<file path="src/rtl/otter_cu_pkg.sv">
// otter_cu_pkg: shared state enum, opcode and SYSTEM func3 constants for the OTTER control unit and decoder
package otter_cu_pkg;
    typedef enum logic [2:0] {
        ST_INIT  = 3'd0,
        ST_FETCH = 3'd1,
        ST_EXEC  = 3'd2,
        ST_WB    = 3'd3,
        ST_INTR  = 3'd4
`ifdef CU_MEM_WAIT_EN
        , ST_MEM_WAIT = 3'd5
`endif
    } state_t;
    localparam logic [6:0] OPC_OP     = 7'b0110011;
    localparam logic [6:0] OPC_OP_IMM = 7'b0010011;
    localparam logic [6:0] OPC_LUI    = 7'b0110111;
    localparam logic [6:0] OPC_AUIPC  = 7'b0010111;
    localparam logic [6:0] OPC_JAL    = 7'b1101111;
    localparam logic [6:0] OPC_JALR   = 7'b1100111;
    localparam logic [6:0] OPC_BRANCH = 7'b1100011;
    localparam logic [6:0] OPC_STORE  = 7'b0100011;
    localparam logic [6:0] OPC_LOAD   = 7'b0000011;
    localparam logic [6:0] OPC_SYSTEM = 7'b1110011;
    localparam logic [2:0] F3_MRET    = 3'b000;
    localparam logic [2:0] F3_CSRRW   = 3'b001;
endpackage

</file>
<file path="src/rtl/otter_cu_fsm_if.sv">
// otter_cu_fsm_if: control-unit bundle between the FSM and the datapath
//   master (FSM): reads IR_OPCODE, IR_FUNC3, INTR, CSR_MIE, MEM_RDY;
//                 drives PC_WRITE, REG_WRITE, MEM_WE2, MEM_RDEN1, MEM_RDEN2,
//                 CSR_WE, INT_TAKEN, ILLEGAL and the 3-bit debug STATE
//   slave (datapath): the mirror image
interface otter_cu_fsm_if;
    logic [6:0] IR_OPCODE;
    logic [2:0] IR_FUNC3;
    logic       INTR;
    logic       CSR_MIE;
    logic       MEM_RDY;
    logic       PC_WRITE;
    logic       REG_WRITE;
    logic       MEM_WE2;
    logic       MEM_RDEN1;
    logic       MEM_RDEN2;
    logic       CSR_WE;
    logic       INT_TAKEN;
    logic       ILLEGAL;
    logic [2:0] STATE;
    modport master (
        input  IR_OPCODE, IR_FUNC3, INTR, CSR_MIE, MEM_RDY,
        output PC_WRITE, REG_WRITE, MEM_WE2, MEM_RDEN1, MEM_RDEN2, CSR_WE, INT_TAKEN, ILLEGAL, STATE
    );
    modport slave (
        output IR_OPCODE, IR_FUNC3, INTR, CSR_MIE, MEM_RDY,
        input  PC_WRITE, REG_WRITE, MEM_WE2, MEM_RDEN1, MEM_RDEN2, CSR_WE, INT_TAKEN, ILLEGAL, STATE
    );
endinterface

</file>
<file path="src/rtl/otter_cu_fsm.sv">
// otter_cu_fsm: OTTER multicycle control unit (INIT/FETCH/EXEC/WB/INTR state machine)
//   CLK   rising-edge clock
//   RST_N asynchronous active-low reset, forces INIT and all strobes low
//   cu    otter_cu_fsm_if.master: instruction fields, interrupt inputs, datapath strobes, STATE
//   Define CU_MEM_WAIT_EN to route loads/stores through a MEM_WAIT state gated by MEM_RDY.
module otter_cu_fsm
    import otter_cu_pkg::*;
(
    input  logic          CLK,
    input  logic          RST_N,
    otter_cu_fsm_if.master cu
);
    state_t state_q, state_d;
    logic   int_pend;
    assign int_pend = cu.INTR & cu.CSR_MIE;
    assign cu.STATE = state_q;
`ifndef CU_MEM_WAIT_EN
    logic unused_mem_rdy;
    assign unused_mem_rdy = cu.MEM_RDY;
`endif
    always_ff @(posedge CLK or negedge RST_N)
        if (!RST_N) state_q <= ST_INIT;
        else        state_q <= state_d;
    // Strobes are decoded from state_q, so asserting reset clears them without a clock.
    always_comb begin
        state_d      = state_q;
        cu.PC_WRITE  = 1'b0;
        cu.REG_WRITE = 1'b0;
        cu.MEM_WE2   = 1'b0;
        cu.MEM_RDEN1 = 1'b0;
        cu.MEM_RDEN2 = 1'b0;
        cu.CSR_WE    = 1'b0;
        cu.INT_TAKEN = 1'b0;
        cu.ILLEGAL   = 1'b0;
        case (state_q)
            ST_INIT:  state_d = ST_FETCH;
            ST_FETCH: begin
                cu.MEM_RDEN1 = 1'b1;
                state_d      = ST_EXEC;
            end
            ST_EXEC: begin
                cu.PC_WRITE = 1'b1;
                state_d     = int_pend ? ST_INTR : ST_FETCH;
                case (cu.IR_OPCODE)
                    OPC_OP, OPC_OP_IMM, OPC_LUI, OPC_AUIPC, OPC_JAL, OPC_JALR: cu.REG_WRITE = 1'b1;
                    OPC_BRANCH: ;
                    OPC_STORE: begin
                        cu.MEM_WE2 = 1'b1;
`ifdef CU_MEM_WAIT_EN
                        cu.PC_WRITE = 1'b0;
                        state_d     = ST_MEM_WAIT;
`endif
                    end
                    OPC_LOAD: begin
                        cu.MEM_RDEN2 = 1'b1;
                        cu.PC_WRITE  = 1'b0;
`ifdef CU_MEM_WAIT_EN
                        state_d = ST_MEM_WAIT;
`else
                        state_d = ST_WB;
`endif
                    end
                    OPC_SYSTEM: begin
                        cu.REG_WRITE = cu.IR_FUNC3 == F3_CSRRW;
                        cu.CSR_WE    = cu.IR_FUNC3 == F3_CSRRW;
                        cu.ILLEGAL   = cu.IR_FUNC3 != F3_CSRRW && cu.IR_FUNC3 != F3_MRET;
                    end
                    default: cu.ILLEGAL = 1'b1;
                endcase
            end
            ST_WB: begin
                cu.REG_WRITE = 1'b1;
                cu.PC_WRITE  = 1'b1;
                state_d      = int_pend ? ST_INTR : ST_FETCH;
            end
            ST_INTR: begin
                cu.INT_TAKEN = 1'b1;
                cu.PC_WRITE  = 1'b1;
                state_d      = ST_FETCH;
            end
`ifdef CU_MEM_WAIT_EN
            // IR is still valid here, so it tells load from store without extra state.
            ST_MEM_WAIT: begin
                if (cu.IR_OPCODE == OPC_LOAD) begin
                    cu.MEM_RDEN2 = 1'b1;
                    state_d      = cu.MEM_RDY ? ST_WB : ST_MEM_WAIT;
                end else begin
                    cu.MEM_WE2  = 1'b1;
                    cu.PC_WRITE = cu.MEM_RDY;
                    state_d     = !cu.MEM_RDY ? ST_MEM_WAIT : int_pend ? ST_INTR : ST_FETCH;
                end
            end
`endif
            default: state_d = ST_INIT;
        endcase
    end
endmodule

</file>
<file path="src/flat_wrapper.sv">
// flat-port wrapper written by rule: the top's interface ports become plain ports
module otter_cu_fsm_flat import otter_cu_pkg::*;
  (CLK, RST_N, cu_IR_OPCODE, cu_IR_FUNC3, cu_INTR, cu_CSR_MIE, cu_MEM_RDY, cu_PC_WRITE, cu_REG_WRITE, cu_MEM_WE2, cu_MEM_RDEN1, cu_MEM_RDEN2, cu_CSR_WE, cu_INT_TAKEN, cu_ILLEGAL, cu_STATE);
  otter_cu_fsm_if cu_i ();
  input  logic CLK;
  input  logic RST_N;
  input wire logic [$bits(cu_i.IR_OPCODE)-1:0] cu_IR_OPCODE;
  input wire logic [$bits(cu_i.IR_FUNC3)-1:0] cu_IR_FUNC3;
  input wire logic [$bits(cu_i.INTR)-1:0] cu_INTR;
  input wire logic [$bits(cu_i.CSR_MIE)-1:0] cu_CSR_MIE;
  input wire logic [$bits(cu_i.MEM_RDY)-1:0] cu_MEM_RDY;
  output wire logic [$bits(cu_i.PC_WRITE)-1:0] cu_PC_WRITE;
  output wire logic [$bits(cu_i.REG_WRITE)-1:0] cu_REG_WRITE;
  output wire logic [$bits(cu_i.MEM_WE2)-1:0] cu_MEM_WE2;
  output wire logic [$bits(cu_i.MEM_RDEN1)-1:0] cu_MEM_RDEN1;
  output wire logic [$bits(cu_i.MEM_RDEN2)-1:0] cu_MEM_RDEN2;
  output wire logic [$bits(cu_i.CSR_WE)-1:0] cu_CSR_WE;
  output wire logic [$bits(cu_i.INT_TAKEN)-1:0] cu_INT_TAKEN;
  output wire logic [$bits(cu_i.ILLEGAL)-1:0] cu_ILLEGAL;
  output wire logic [$bits(cu_i.STATE)-1:0] cu_STATE;
  assign cu_i.IR_OPCODE = cu_IR_OPCODE;
  assign cu_i.IR_FUNC3 = cu_IR_FUNC3;
  assign cu_i.INTR = cu_INTR;
  assign cu_i.CSR_MIE = cu_CSR_MIE;
  assign cu_i.MEM_RDY = cu_MEM_RDY;
  assign cu_PC_WRITE = cu_i.PC_WRITE;
  assign cu_REG_WRITE = cu_i.REG_WRITE;
  assign cu_MEM_WE2 = cu_i.MEM_WE2;
  assign cu_MEM_RDEN1 = cu_i.MEM_RDEN1;
  assign cu_MEM_RDEN2 = cu_i.MEM_RDEN2;
  assign cu_CSR_WE = cu_i.CSR_WE;
  assign cu_INT_TAKEN = cu_i.INT_TAKEN;
  assign cu_ILLEGAL = cu_i.ILLEGAL;
  assign cu_STATE = cu_i.STATE;
  otter_cu_fsm u_core (.CLK(CLK), .RST_N(RST_N), .cu(cu_i));
endmodule
</file>
<file path="config.mk">
export PLATFORM = sky130hd
export DESIGN_NAME = otter_cu_fsm_flat
export DESIGN_NICKNAME = d
export VERILOG_FILES = /design/src/rtl/otter_cu_pkg.sv /design/src/rtl/otter_cu_fsm_if.sv /design/src/rtl/otter_cu_fsm.sv /design/src/flat_wrapper.sv
export SDC_FILE = /design/constraint.sdc
export NUM_CORES = 1
export LEC_CHECK = 0
export ABC_AREA = 1
export BUFFER_PORTS_ARGS = -buffer_cell sky130_fd_sc_hd__buf_2
export CORE_AREA = 2 2 39 41
export CTS_CLUSTER_DIAMETER = 150
export DETAILED_ROUTE_END_ITERATION = 12
export DIE_AREA = 0 0 41 43
export PLACE_DENSITY = 0.56
export SLEW_MARGIN = 20
export SYNTH_ARGS = -nofsm -noshare
export SYNTH_HDL_FRONTEND = slang
export SYNTH_SLANG_ARGS = --single-unit
</file>
<file path="constraint.sdc">
create_clock -name CLK -period 1.4 [get_ports CLK]
set_clock_uncertainty 0.15 [all_clocks]
set_input_delay 0.21 -clock CLK [delete_from_list [all_inputs] [get_ports CLK]]
set_output_delay 0.21 -clock CLK [all_outputs]
set_load 0.02 [all_outputs]
</file>
==> impl_metrics.prom, run 1 <==
# TYPE chip_impl_metric gauge
chip_impl_metric{name="post-synth-top-area-fraction",unit=""} 0.218
chip_impl_metric{name="static_leakage",unit="nW"} 0.401
chip_impl_metric{name="gp_congestion",unit=""} 0.640
chip_impl_metric{name="synth_area",unit="um2"} 344
chip_impl_metric{name="grt_overflow",unit=""} 0
chip_impl_metric{name="worst_case_clock_buffer_depth",unit=""} 2
chip_impl_metric{name="setup-tns-final",unit="ps"} -1340
chip_impl_metric{name="worst_pin_slew",unit="ps"} 196
chip_impl_metric{name="post_drt_via_cell_ratio",unit=""} 4.45
chip_impl_metric{name="post_drt_wl_per_cell",unit="um"} 9.03
chip_impl_metric{name="critPathRequiredTime",unit="ps"} 1040
chip_impl_metric{name="antenna_found_initial",unit=""} 0
chip_impl_metric{name="clock_tree.htree_level_count",unit=""} 1
chip_impl_metric{name="area_growth_syn_to_layout",unit="%"} 110
chip_impl_metric{name="core_region_area",unit="um2"} 1380
chip_impl_metric{name="dp.final_hpwl",unit="um"} 770
chip_impl_info{name="post_synth_main_area_contributors",value="sky130_fd_sc_hd__dfrtp_1 22%, sky130_fd_sc_hd__nand2_1 20%, sky130_fd_sc_hd__inv_1 14%"} 1
chip_impl_metric{name="clkSinkCount",unit=""} 3
chip_impl_metric{name="ir_worst_vdd",unit="mV"} 0.447
chip_impl_metric{name="grt_pass1_wl",unit="um"} 1410
chip_impl_metric{name="finalSetupViolations",unit=""} 8
chip_impl_metric{name="crit_arrival",unit="ps"} 1240
chip_impl_metric{name="mappedNetlistNets",unit=""} 76
chip_impl_metric{name="postSynthAreaPerCell",unit="um2"} 5.64
chip_impl_info{name="cts_root_buffer",value="sky130_fd_sc_hd__clkbuf_4"} 1
chip_impl_metric{name="final-max-slew-violation-count",unit=""} 0
chip_impl_metric{name="die_area",unit="um2"} 1760
chip_impl_metric{name="via_count",unit=""} 516
chip_impl_metric{name="design_power_total",unit="mW"} 1.18
chip_impl_metric{name="drt_pre_antenna_iters",unit=""} 3
chip_impl_metric{name="fraction_of_final_layout_cells_with_drive_strength_greater_than_1",unit=""} 0.600
chip_impl_info{name="hold_path.class",value="input port to asynchronous set/reset pin"} 1
chip_impl_metric{name="timing.final.hold_violations",unit=""} 0
chip_impl_metric{name="synth_warnings",unit=""} 0
chip_impl_metric{name="antenna_left",unit=""} 0
chip_impl_metric{name="final_area",unit="um2"} 722
chip_impl_metric{name="power.density",unit="nW/um2"} 1640
chip_impl_metric{name="dp_worst_setup_slack",unit="ps"} -49.8
chip_impl_metric{name="grt_start_max_net_pins",unit=""} 7
chip_impl_info{name="r2r_start",value="u_core.cu.STATE[0]$_DFF_PN0_"} 1
chip_impl_metric{name="ys_ff_latch",unit=""} 3
chip_impl_metric{name="synth_enable_flop_cells",unit=""} 0
chip_impl_metric{name="crit_path_max_fanout",unit=""} 3
chip_impl_info{name="setup_repair_after_global_routing_missed_its_margin",value="true"} 1
chip_impl_metric{name="synth.yosys.seq_area_share",unit=""} 0.218
chip_impl_metric{name="ff2ff_setup_slack",unit="ps"} 50
chip_impl_metric{name="max_slew_margin",unit=""} 0.869
chip_impl_metric{name="port-buffer-count",unit=""} 24
chip_impl_metric{name="height_of_the_chip",unit="um"} 43
chip_impl_info{name="final_common_cell",value="sky130_fd_sc_hd__nand2_1"} 1
chip_impl_metric{name="final_nets",unit=""} 116
chip_impl_metric{name="vias_in_the_first_global_route",unit=""} 378
chip_impl_metric{name="routed_wirelength",unit="um"} 1050
chip_impl_info{name="reg2reg_to",value="u_core.cu.STATE[0]$_DFF_PN0_"} 1
chip_impl_info{name="worst-setup-path-type",value="register to output port"} 1
chip_impl_info{name="status",value="complete, but fails checks"} 1
chip_impl_metric{name="netlist-cell-type-count",unit=""} 15
chip_impl_metric{name="largest_reg_flops",unit=""} 3
chip_impl_metric{name="drc",unit=""} 0
chip_impl_metric{name="initial_core_util",unit=""} 0.249
chip_impl_metric{name="place_area",unit="um2"} 549
chip_impl_info{name="synthFlopType",value="sky130_fd_sc_hd__dfrtp_1"} 1
chip_impl_metric{name="synth_cells",unit=""} 61
chip_impl_metric{name="finalCriticalPeriod",unit="ps"} 1600
chip_impl_metric{name="placement_rows",unit=""} 14
chip_impl_metric{name="gr-usage-all-layers",unit=""} 0.119
chip_impl_metric{name="starting_drt_drc_count",unit=""} 4
chip_impl_info{name="setup.worst_path.end_class",value="output port"} 1
chip_impl_metric{name="antenna_cells",unit=""} 0
chip_impl_metric{name="clock_insertion_delay_worst_skew",unit="ps"} 230
chip_impl_info{name="mostFrequentLayoutCells",value="17 x sky130_fd_sc_hd__nand2_1, 16 x sky130_fd_sc_hd__buf_2, 9 x sky130_fd_sc_hd__inv_1, 9 x sky130_fd_sc_hd__buf_6, 9 x sky130_fd_sc_hd__buf_4"} 1
chip_impl_metric{name="cts_buffers",unit=""} 3
chip_impl_info{name="tritoncts",value="built"} 1
chip_impl_info{name="cell_type_with_the_highest_aggregate_area_in_the_netlist",value="sky130_fd_sc_hd__dfrtp_1"} 1
chip_impl_metric{name="io-pin-count",unit=""} 26
chip_impl_metric{name="chipWidth",unit="um"} 41
chip_impl_metric{name="max_fclk",unit="MHz"} 624
chip_impl_metric{name="async_reset_ff_frac",unit=""} 1.00
chip_impl_metric{name="final.period_utilization",unit=""} 1.14
chip_impl_metric{name="max_cap_violations",unit=""} 0
chip_impl_metric{name="worst-r2r-cell-count",unit=""} 6
chip_impl_metric{name="finalWorstSetupSlack",unit="ps"} -202
chip_impl_info{name="worst_setup_path_start_kind",value="register"} 1
chip_impl_metric{name="cts.clk_slew.worst_paths",unit="ps"} 40
chip_impl_info{name="failed_checks",value="negative setup slack"} 1
[kinds of logic (layout without fill, tap and decap cells)]
| group | after synthesis | count (layout) | synth area share |
|---|---|---|---|
| buf+inv | 13 | 52 | 0.142 |
| flops | 3 | 3 | 0.218 |
| simple gates | 42 | 42 | 0.593 |
| compound gates | 3 | 3 | 0.0473 |
[how the worst max path moves through the flow]
stage                                             from            to
final                     u_core.cu.STATE[0]$_DFF_PN0_  cu_REG_WRITE
after global routing      u_core.cu.STATE[0]$_DFF_PN0_  cu_REG_WRITE
after CTS                 u_core.cu.STATE[0]$_DFF_PN0_  cu_REG_WRITE
after detailed placement  u_core.cu.STATE[2]$_DFF_PN0_  cu_REG_WRITE
after global placement    u_core.cu.STATE[2]$_DFF_PN0_  cu_REG_WRITE
after floorplan           u_core.cu.STATE[1]$_DFF_PN0_  cu_REG_WRITE
[area by class of cell]
class                      count  area (um2)
multi-input combinational     45         287
clock buffer                   4        26.3
fill                         138         662
sequential                     3        78.8
tap                           16        20.0
timing repair buffer          35         259
inverter                      13        51.3
[power breakdown]
part | internal, mW | total, mW | switching, mW | leakage [nW]
registers | 0.128 | 0.186 | 0.0572 | 0.0341
logic | 0.420 | 0.845 | 0.426 | 0.351
clock network | 0.107 | 0.153 | 0.0463 | 0.0150
[metal layers]
metal  global-route usage  share of wire  vias up  wire, um
li1                     -              -      265         -
met1                0.119           0.39      235       412
met2                0.200           0.54       16       569
met3               0.0628          0.063        0        66
met4               0.0400              0        0         0
met5                    0              0        -         0
[cell usage after synthesis (2+ instances only)]
master                     n
sky130_fd_sc_hd__dfrtp_1   3
sky130_fd_sc_hd__nand3_1   8
sky130_fd_sc_hd__nand2_1  18
sky130_fd_sc_hd__nor3_2    2
sky130_fd_sc_hd__nor2_1    8
sky130_fd_sc_hd__inv_1    13
[repair_timing]
action                     in CTS  in global routing
pin swaps                       4                  7
setup endpoints to repair       8                  8
setup buffers                   0                  4
hold endpoints to repair        3                  0
hold buffers                    1                  0
resized for setup              18                 14
[worst max-delay path: stages, from the launching register on]
cell and delay, ps:
sky130_fd_sc_hd__dfrtp_2 410, sky130_fd_sc_hd__inv_2 90, sky130_fd_sc_hd__nand3_4 80, sky130_fd_sc_hd__nor2_4 110, sky130_fd_sc_hd__nand3_2 100, sky130_fd_sc_hd__nand3_2 90
sky130_fd_sc_hd__buf_6 110
[through the flow]
step           hold WS [ps]  utilization  std cells
6_report                155        0.522        116
5_1_grt                 148        0.522        116
4_1_cts                 144        0.458        112
3_5_place_dp           -143        0.397        107
3_3_place_gp           -143        0.397        107
2_1_floorplan          -236            -         61
Power figures use the tool's default switching activity.
==> run 2, diff against run 1 <==
--- a/config.mk
+++ b/config.mk
@@ -7,11 +7,11 @@
 export LEC_CHECK = 0
 export ABC_AREA = 1
 export BUFFER_PORTS_ARGS = -buffer_cell sky130_fd_sc_hd__buf_2
+export CAP_MARGIN = 15
 export CORE_AREA = 2 2 39 41
 export CTS_CLUSTER_DIAMETER = 150
 export DETAILED_ROUTE_END_ITERATION = 12
 export DIE_AREA = 0 0 41 43
-export PLACE_DENSITY = 0.56
 export SLEW_MARGIN = 20
 export SYNTH_ARGS = -nofsm -noshare
 export SYNTH_HDL_FRONTEND = slang
==> constraint.sdc (replaced) <==
create_clock -name CLK -period 1.4 [get_ports CLK]
set_clock_uncertainty 0.15 [all_clocks]
set_input_delay 0.21 -clock CLK [delete_from_list [all_inputs] [get_ports CLK]]
set_output_delay 0.21 -clock CLK [all_outputs]
set_load 0.1 [all_outputs]
==> impl_metrics.prom, run 2 (synthesized netlist as in run 1, its figures left out) <==
# TYPE chip_impl_metric gauge
chip_impl_metric{name="final_nets",unit=""} 118
chip_impl_metric{name="drt_pre_antenna_iters",unit=""} 4
chip_impl_metric{name="clock_insertion_delay_worst_skew",unit="ps"} 240
chip_impl_metric{name="core_region_area",unit="um2"} 1380
chip_impl_metric{name="final_area",unit="um2"} 910
chip_impl_metric{name="grt_pass1_wl",unit="um"} 1680
chip_impl_metric{name="post_drt_via_cell_ratio",unit=""} 4.32
chip_impl_metric{name="routed_wirelength",unit="um"} 1000
chip_impl_metric{name="placement_rows",unit=""} 14
chip_impl_metric{name="design_power_total",unit="mW"} 2.16
chip_impl_metric{name="dp.final_hpwl",unit="um"} 827
chip_impl_metric{name="cts_buffers",unit=""} 3
chip_impl_metric{name="finalWorstSetupSlack",unit="ps"} -384
chip_impl_metric{name="max_slew_margin",unit=""} 0.867
chip_impl_info{name="setup.worst_path.end_class",value="output port"} 1
chip_impl_metric{name="antenna_left",unit=""} 0
chip_impl_metric{name="sequential_cell_area",unit="um2"} 86.3
chip_impl_metric{name="gr-usage-all-layers",unit=""} 0.144
chip_impl_metric{name="vias_in_the_first_global_route",unit=""} 443
chip_impl_metric{name="starting_drt_drc_count",unit=""} 10
chip_impl_info{name="worst_setup_path_start_kind",value="register"} 1
chip_impl_metric{name="power.density",unit="nW/um2"} 2380
chip_impl_info{name="tritoncts",value="built"} 1
chip_impl_info{name="cell_with_the_largest_stage_delay_on_the_worst_path",value="sky130_fd_sc_hd__dfrtp_4"} 1
chip_impl_info{name="setup_repair_after_global_routing_missed_its_margin",value="true"} 1
chip_impl_metric{name="final-max-slew-violation-count",unit=""} 0
chip_impl_metric{name="io-pin-count",unit=""} 26
chip_impl_metric{name="critPathRequiredTime",unit="ps"} 1040
chip_impl_metric{name="worst_case_clock_buffer_depth",unit=""} 2
chip_impl_metric{name="place_area",unit="um2"} 822
chip_impl_metric{name="crit_arrival",unit="ps"} 1420
chip_impl_metric{name="cp_num_buf_inv",unit=""} 3
chip_impl_info{name="critical_path.top_delay_family",value="flip-flops"} 1
chip_impl_metric{name="worst_pin_slew",unit="ps"} 198
chip_impl_info{name="final_common_cell",value="sky130_fd_sc_hd__nand2_1"} 1
chip_impl_info{name="mostFrequentLayoutCells",value="16 x sky130_fd_sc_hd__nand2_1, 13 x sky130_fd_sc_hd__buf_2, 11 x sky130_fd_sc_hd__buf_12"} 1
chip_impl_metric{name="chipWidth",unit="um"} 41
chip_impl_metric{name="worst_path_max_stage_delay",unit="ps"} 490
chip_impl_metric{name="setup-tns-final",unit="ps"} -2940
chip_impl_metric{name="initial_core_util",unit=""} 0.249
chip_impl_metric{name="max_fclk",unit="MHz"} 561
chip_impl_metric{name="timing.final.hold_violations",unit=""} 0
chip_impl_info{name="cts_root_buffer",value="sky130_fd_sc_hd__clkbuf_4"} 1
chip_impl_metric{name="fillCellCount",unit=""} 113
chip_impl_metric{name="height_of_the_chip",unit="um"} 43
chip_impl_metric{name="crit_path_max_fanout",unit=""} 5
chip_impl_metric{name="die_area",unit="um2"} 1760
chip_impl_metric{name="cts.clk_slew.worst_paths",unit="ps"} 40
chip_impl_metric{name="via_count",unit=""} 510
chip_impl_metric{name="largest_reg_flops",unit=""} 3
chip_impl_metric{name="area_growth_syn_to_layout",unit="%"} 164
chip_impl_metric{name="gp_congestion",unit=""} 0.748
chip_impl_metric{name="timing.hold.ws",unit="ps"} 143
chip_impl_metric{name="grt_overflow",unit=""} 0
chip_impl_metric{name="port-buffer-count",unit=""} 24
chip_impl_metric{name="antenna_cells",unit=""} 0
chip_impl_metric{name="fraction_of_final_layout_cells_with_drive_strength_greater_than_1",unit=""} 0.627
chip_impl_info{name="critical_path.cell_chain",value="inv_6 -> nand2_4 -> nor2_4 -> nand3_2 -> clkinvlp_4 -> buf_12"} 1
chip_impl_metric{name="ir_worst_vdd",unit="mV"} 1.16
chip_impl_metric{name="multi_input_area",unit="um2"} 313
chip_impl_metric{name="clkSinkCount",unit=""} 3
chip_impl_metric{name="antenna_found_initial",unit=""} 0
chip_impl_info{name="status",value="complete, but fails checks"} 1
chip_impl_metric{name="utilization",unit=""} 0.657
chip_impl_metric{name="finalCriticalPeriod",unit="ps"} 1780
chip_impl_metric{name="drc",unit=""} 0
chip_impl_info{name="failed_checks",value="negative setup slack"} 1
chip_impl_metric{name="grt_start_max_net_pins",unit=""} 7
chip_impl_metric{name="max_cap_violations",unit=""} 0
chip_impl_metric{name="final.period_utilization",unit=""} 1.27
chip_impl_metric{name="post_drt_wl_per_cell",unit="um"} 8.51
chip_impl_info{name="worst-setup-path-type",value="register to output port"} 1
chip_impl_metric{name="finalSetupViolations",unit=""} 12
chip_impl_metric{name="clock_tree.htree_level_count",unit=""} 1
chip_impl_info{name="hold_path.class",value="input port to asynchronous set/reset pin"} 1
chip_impl_metric{name="static_leakage",unit="nW"} 0.441
==> run 2: final cells by class <==
type / instances / share of cell area
timing repair buffer: 37 / 0.436
sequential: 3 / 0.0949
clock buffer: 4 / 0.0289
multi-input combinational: 45 / 0.344
tap: 16 / 0.0220
inverter: 13 / 0.0743
==> run 2: repair_timing <==
| action | CTS | global route |
|---|---|---|
| hold endpoints to repair | 3 | 0 |
| endpoints found under the setup margin | 11 | 11 |
| resized for setup | 9 | 2 |
| pin swaps | 1 | 1 |
| buffers inserted | 1 | 2 |
| hold buffers | 1 | 0 |
==> run 2: path summary, 6_finish.rpt <==
kind                                               from                           end  slack (ps)  cells past startpoint
setup reg to reg           u_core.cu.STATE[2]$_DFF_PN0_  u_core.cu.STATE[1]$_DFF_PN0_         -10                      6
setup / recovery           u_core.cu.STATE[2]$_DFF_PN0_                  cu_MEM_RDEN2        -380                      6
max in group asynchronous                         RST_N  u_core.cu.STATE[0]$_DFF_PN0_         830                      2
hold reg to reg            u_core.cu.STATE[1]$_DFF_PN0_  u_core.cu.STATE[0]$_DFF_PN0_         540                      2
hold / removal                                    RST_N  u_core.cu.STATE[1]$_DFF_PN0_         140                      2
min in group CLK                             cu_CSR_MIE  u_core.cu.STATE[2]$_DFF_PN0_         170                      3
==> run 2: where the power goes <==
group          internal, mW  switching, mW
logic                 0.692           1.08
clock network         0.107         0.0523
registers             0.145         0.0888
==> run 2: stage by stage <==
step / setup WS (ps) / cells
2_1_floorplan: -543 / 61
3_3_place_gp: -125 / 111
3_5_place_dp: -134 / 111
4_1_cts: -388 / 117
5_1_grt: -449 / 118
6_report: -384 / 118
==> run 2: layer usage <==
layer  GRT usage  share of wire
met5           0              0
met4       0.100          0.014
met3      0.0314          0.055
met2       0.206           0.53
met1       0.182           0.40
==> run 3, diff against run 2 <==
--- a/config.mk
+++ b/config.mk
@@ -12,6 +12,7 @@
 export CTS_CLUSTER_DIAMETER = 150
 export DETAILED_ROUTE_END_ITERATION = 12
 export DIE_AREA = 0 0 41 43
+export SKIP_CTS_REPAIR_TIMING = 1
 export SLEW_MARGIN = 20
 export SYNTH_ARGS = -nofsm -noshare
 export SYNTH_HDL_FRONTEND = slang
==> impl_metrics.prom, run 3 (synthesized netlist as in run 1, its figures left out) <==
# TYPE chip_impl_metric gauge
chip_impl_metric{name="post_drt_via_cell_ratio",unit=""} 4.26
chip_impl_metric{name="max_cap_violations",unit=""} 0
chip_impl_metric{name="grt_met2_usage",unit=""} 0.191
chip_impl_metric{name="grt_overflow",unit=""} 0
chip_impl_metric{name="crit_path_max_fanout",unit=""} 5
chip_impl_metric{name="placement_rows",unit=""} 14
chip_impl_metric{name="final_area",unit="um2"} 895
chip_impl_metric{name="cts_buffers",unit=""} 3
chip_impl_metric{name="gp_congestion",unit=""} 0.748
chip_impl_info{name="cell_with_the_largest_stage_delay_on_the_worst_path",value="sky130_fd_sc_hd__dfrtp_4"} 1
chip_impl_metric{name="clock_insertion_delay_worst_skew",unit="ps"} 240
chip_impl_metric{name="setup-tns-final",unit="ps"} -2670
chip_impl_info{name="final_common_cell",value="sky130_fd_sc_hd__nand2_1"} 1
chip_impl_metric{name="die_area",unit="um2"} 1760
chip_impl_metric{name="area_growth_syn_to_layout",unit="%"} 160
chip_impl_metric{name="worst_pin_slew",unit="ps"} 263
chip_impl_metric{name="place_area",unit="um2"} 822
chip_impl_info{name="worst_setup_path_endpoint",value="cu_MEM_RDEN2"} 1
chip_impl_metric{name="vias_in_the_first_global_route",unit=""} 410
chip_impl_info{name="status",value="complete, but fails checks"} 1
chip_impl_metric{name="finalSetupViolations",unit=""} 11
chip_impl_info{name="worst_setup_path_start_kind",value="register"} 1
chip_impl_info{name="worst-setup-path-type",value="register to output port"} 1
chip_impl_info{name="cts_root_buffer",value="sky130_fd_sc_hd__clkbuf_4"} 1
chip_impl_info{name="setup_repair_after_global_routing_missed_its_margin",value="true"} 1
chip_impl_metric{name="drc",unit=""} 0
chip_impl_metric{name="ir_worst_vdd",unit="mV"} 1.16
chip_impl_info{name="globalRoute.busiestLayer",value="met2"} 1
chip_impl_metric{name="grt_start_max_net_pins",unit=""} 7
chip_impl_metric{name="chipWidth",unit="um"} 41
chip_impl_metric{name="post_drt_wl_per_cell",unit="um"} 8.47
chip_impl_metric{name="antenna_found_initial",unit=""} 0
chip_impl_metric{name="path_depth",unit=""} 6
chip_impl_metric{name="finalCriticalPeriod",unit="ps"} 1780
chip_impl_info{name="reg2reg_to",value="u_core.cu.STATE[1]$_DFF_PN0_"} 1
chip_impl_metric{name="finalWorstSetupSlack",unit="ps"} -378
chip_impl_metric{name="critPathRequiredTime",unit="ps"} 1040
chip_impl_metric{name="crit_arrival",unit="ps"} 1420
chip_impl_metric{name="worst_case_clock_buffer_depth",unit=""} 2
chip_impl_metric{name="core_region_area",unit="um2"} 1380
chip_impl_metric{name="port-buffer-count",unit=""} 24
chip_impl_metric{name="clock_tree.htree_level_count",unit=""} 1
chip_impl_metric{name="timing.final.hold_violations",unit=""} 0
chip_impl_metric{name="drt_pre_antenna_iters",unit=""} 2
chip_impl_info{name="tritoncts",value="built"} 1
chip_impl_metric{name="grt_pass1_wl",unit="um"} 1540
chip_impl_metric{name="routed_wirelength",unit="um"} 982
chip_impl_info{name="critical_path.cell_chain",value="inv_4 -> nand2_4 -> nor2_4 -> nand3_2 -> clkinvlp_4 -> buf_12"} 1
chip_impl_info{name="cp-startpoint",value="u_core.cu.STATE[2]$_DFF_PN0_"} 1
chip_impl_metric{name="cts.clk_slew.worst_paths",unit="ps"} 40
chip_impl_metric{name="static_leakage",unit="nW"} 0.421
chip_impl_info{name="r2r_start",value="u_core.cu.STATE[1]$_DFF_PN0_"} 1
chip_impl_metric{name="via_count",unit=""} 494
chip_impl_metric{name="initial_core_util",unit=""} 0.249
chip_impl_info{name="mostFrequentLayoutCells",value="16 x sky130_fd_sc_hd__nand2_1, 13 x sky130_fd_sc_hd__buf_2, 11 x sky130_fd_sc_hd__buf_12"} 1
chip_impl_metric{name="largest_reg_flops",unit=""} 3
chip_impl_metric{name="final.period_utilization",unit=""} 1.27
chip_impl_info{name="failed_checks",value="negative setup slack"} 1
chip_impl_metric{name="power.density",unit="nW/um2"} 2390
chip_impl_metric{name="cp_num_buf_inv",unit=""} 3
chip_impl_metric{name="io-pin-count",unit=""} 26
chip_impl_metric{name="ff2ff_setup_slack",unit="ps"} 100
chip_impl_info{name="critical_path.top_delay_family",value="flip-flops"} 1
chip_impl_metric{name="worst-r2r-cell-count",unit=""} 5
chip_impl_info{name="setup.worst_path.end_class",value="output port"} 1
chip_impl_metric{name="global_routing_met3_resource_utilization",unit=""} 0.0314
chip_impl_metric{name="antenna_left",unit=""} 0
chip_impl_metric{name="worst_path_max_stage_delay",unit="ps"} 470
chip_impl_metric{name="gr-usage-all-layers",unit=""} 0.133
chip_impl_metric{name="starting_drt_drc_count",unit=""} 3
chip_impl_metric{name="dp.final_hpwl",unit="um"} 827
chip_impl_metric{name="met1_usage",unit=""} 0.162
chip_impl_metric{name="max_slew_margin",unit=""} 0.824
chip_impl_metric{name="clkSinkCount",unit=""} 3
chip_impl_metric{name="timing.hold.ws",unit="ps"} 139
chip_impl_metric{name="final-max-slew-violation-count",unit=""} 0
chip_impl_metric{name="final_nets",unit=""} 116
chip_impl_metric{name="antenna_cells",unit=""} 0
chip_impl_metric{name="height_of_the_chip",unit="um"} 43
chip_impl_info{name="hold_path.class",value="input port to asynchronous set/reset pin"} 1
chip_impl_metric{name="max_fclk",unit="MHz"} 562
chip_impl_metric{name="fraction_of_final_layout_cells_with_drive_strength_greater_than_1",unit=""} 0.610
-- run 3: cell count changes in the layout (fill, tap and decap cells not counted), sizes merged --
cell	previous run	this run
buf	36	34
-- run 3: worst register-to-register path, cell delays in order (launching register included) --
cell and delay, ps:
sky130_fd_sc_hd__dfrtp_4 520, sky130_fd_sc_hd__buf_4 170, sky130_fd_sc_hd__nor3_4 160, sky130_fd_sc_hd__buf_4 140
sky130_fd_sc_hd__inv_1 40, sky130_fd_sc_hd__nand2_1 50
-- run 3: metal layers --
metal	up-vias	wire length (um)
met5	-	0
li1	266	-
met2	13	530
met4	0	14
met3	2	43
met1	213	393
-- run 3: worst min path at each step --
stage | start | end | cells past startpoint | slack (ps)
floorplan | RST_N | u_core.cu.STATE[0]$_DFF_PN0_ | 0 | -240
global placement | RST_N | u_core.cu.STATE[2]$_DFF_PN0_ | 1 | -140
detailed placement | RST_N | u_core.cu.STATE[1]$_DFF_PN0_ | 1 | -140
CTS | RST_N | u_core.cu.STATE[1]$_DFF_PN0_ | 1 | -410
global route | RST_N | u_core.cu.STATE[1]$_DFF_PN0_ | 2 | 150
finish | RST_N | u_core.cu.STATE[1]$_DFF_PN0_ | 2 | 140
-- run 3: report_power, final --
group / switching (mW) / internal (mW) / total (mW)
Clock: 0.0514 / 0.107 / 0.159
Combinational: 1.07 / 0.678 / 1.75
Sequential: 0.0813 / 0.144 / 0.226
Total: 1.21 / 0.929 / 2.14
-- run 3: final cells by class --
type	count	area [um2]
Multi-Input combinational cell	45	315
Timing Repair Buffer	35	382
Tap cell	16	20.0
Clock buffer	4	26.3
Fill cell	119	489
Sequential cell	3	86.3
Inverter	13	65.1
-- run 3: metrics by stage --
step                       util  power (mW)  setup slack (ps)  cells
after floorplan               -        1.25              -543     61
after global placement    0.594        1.90              -125    111
after detailed placement  0.594        1.91              -134    111
after CTS                 0.613        2.08              -398    115
after global routing      0.646        2.23              -443    116
final                     0.646        2.14              -378    116
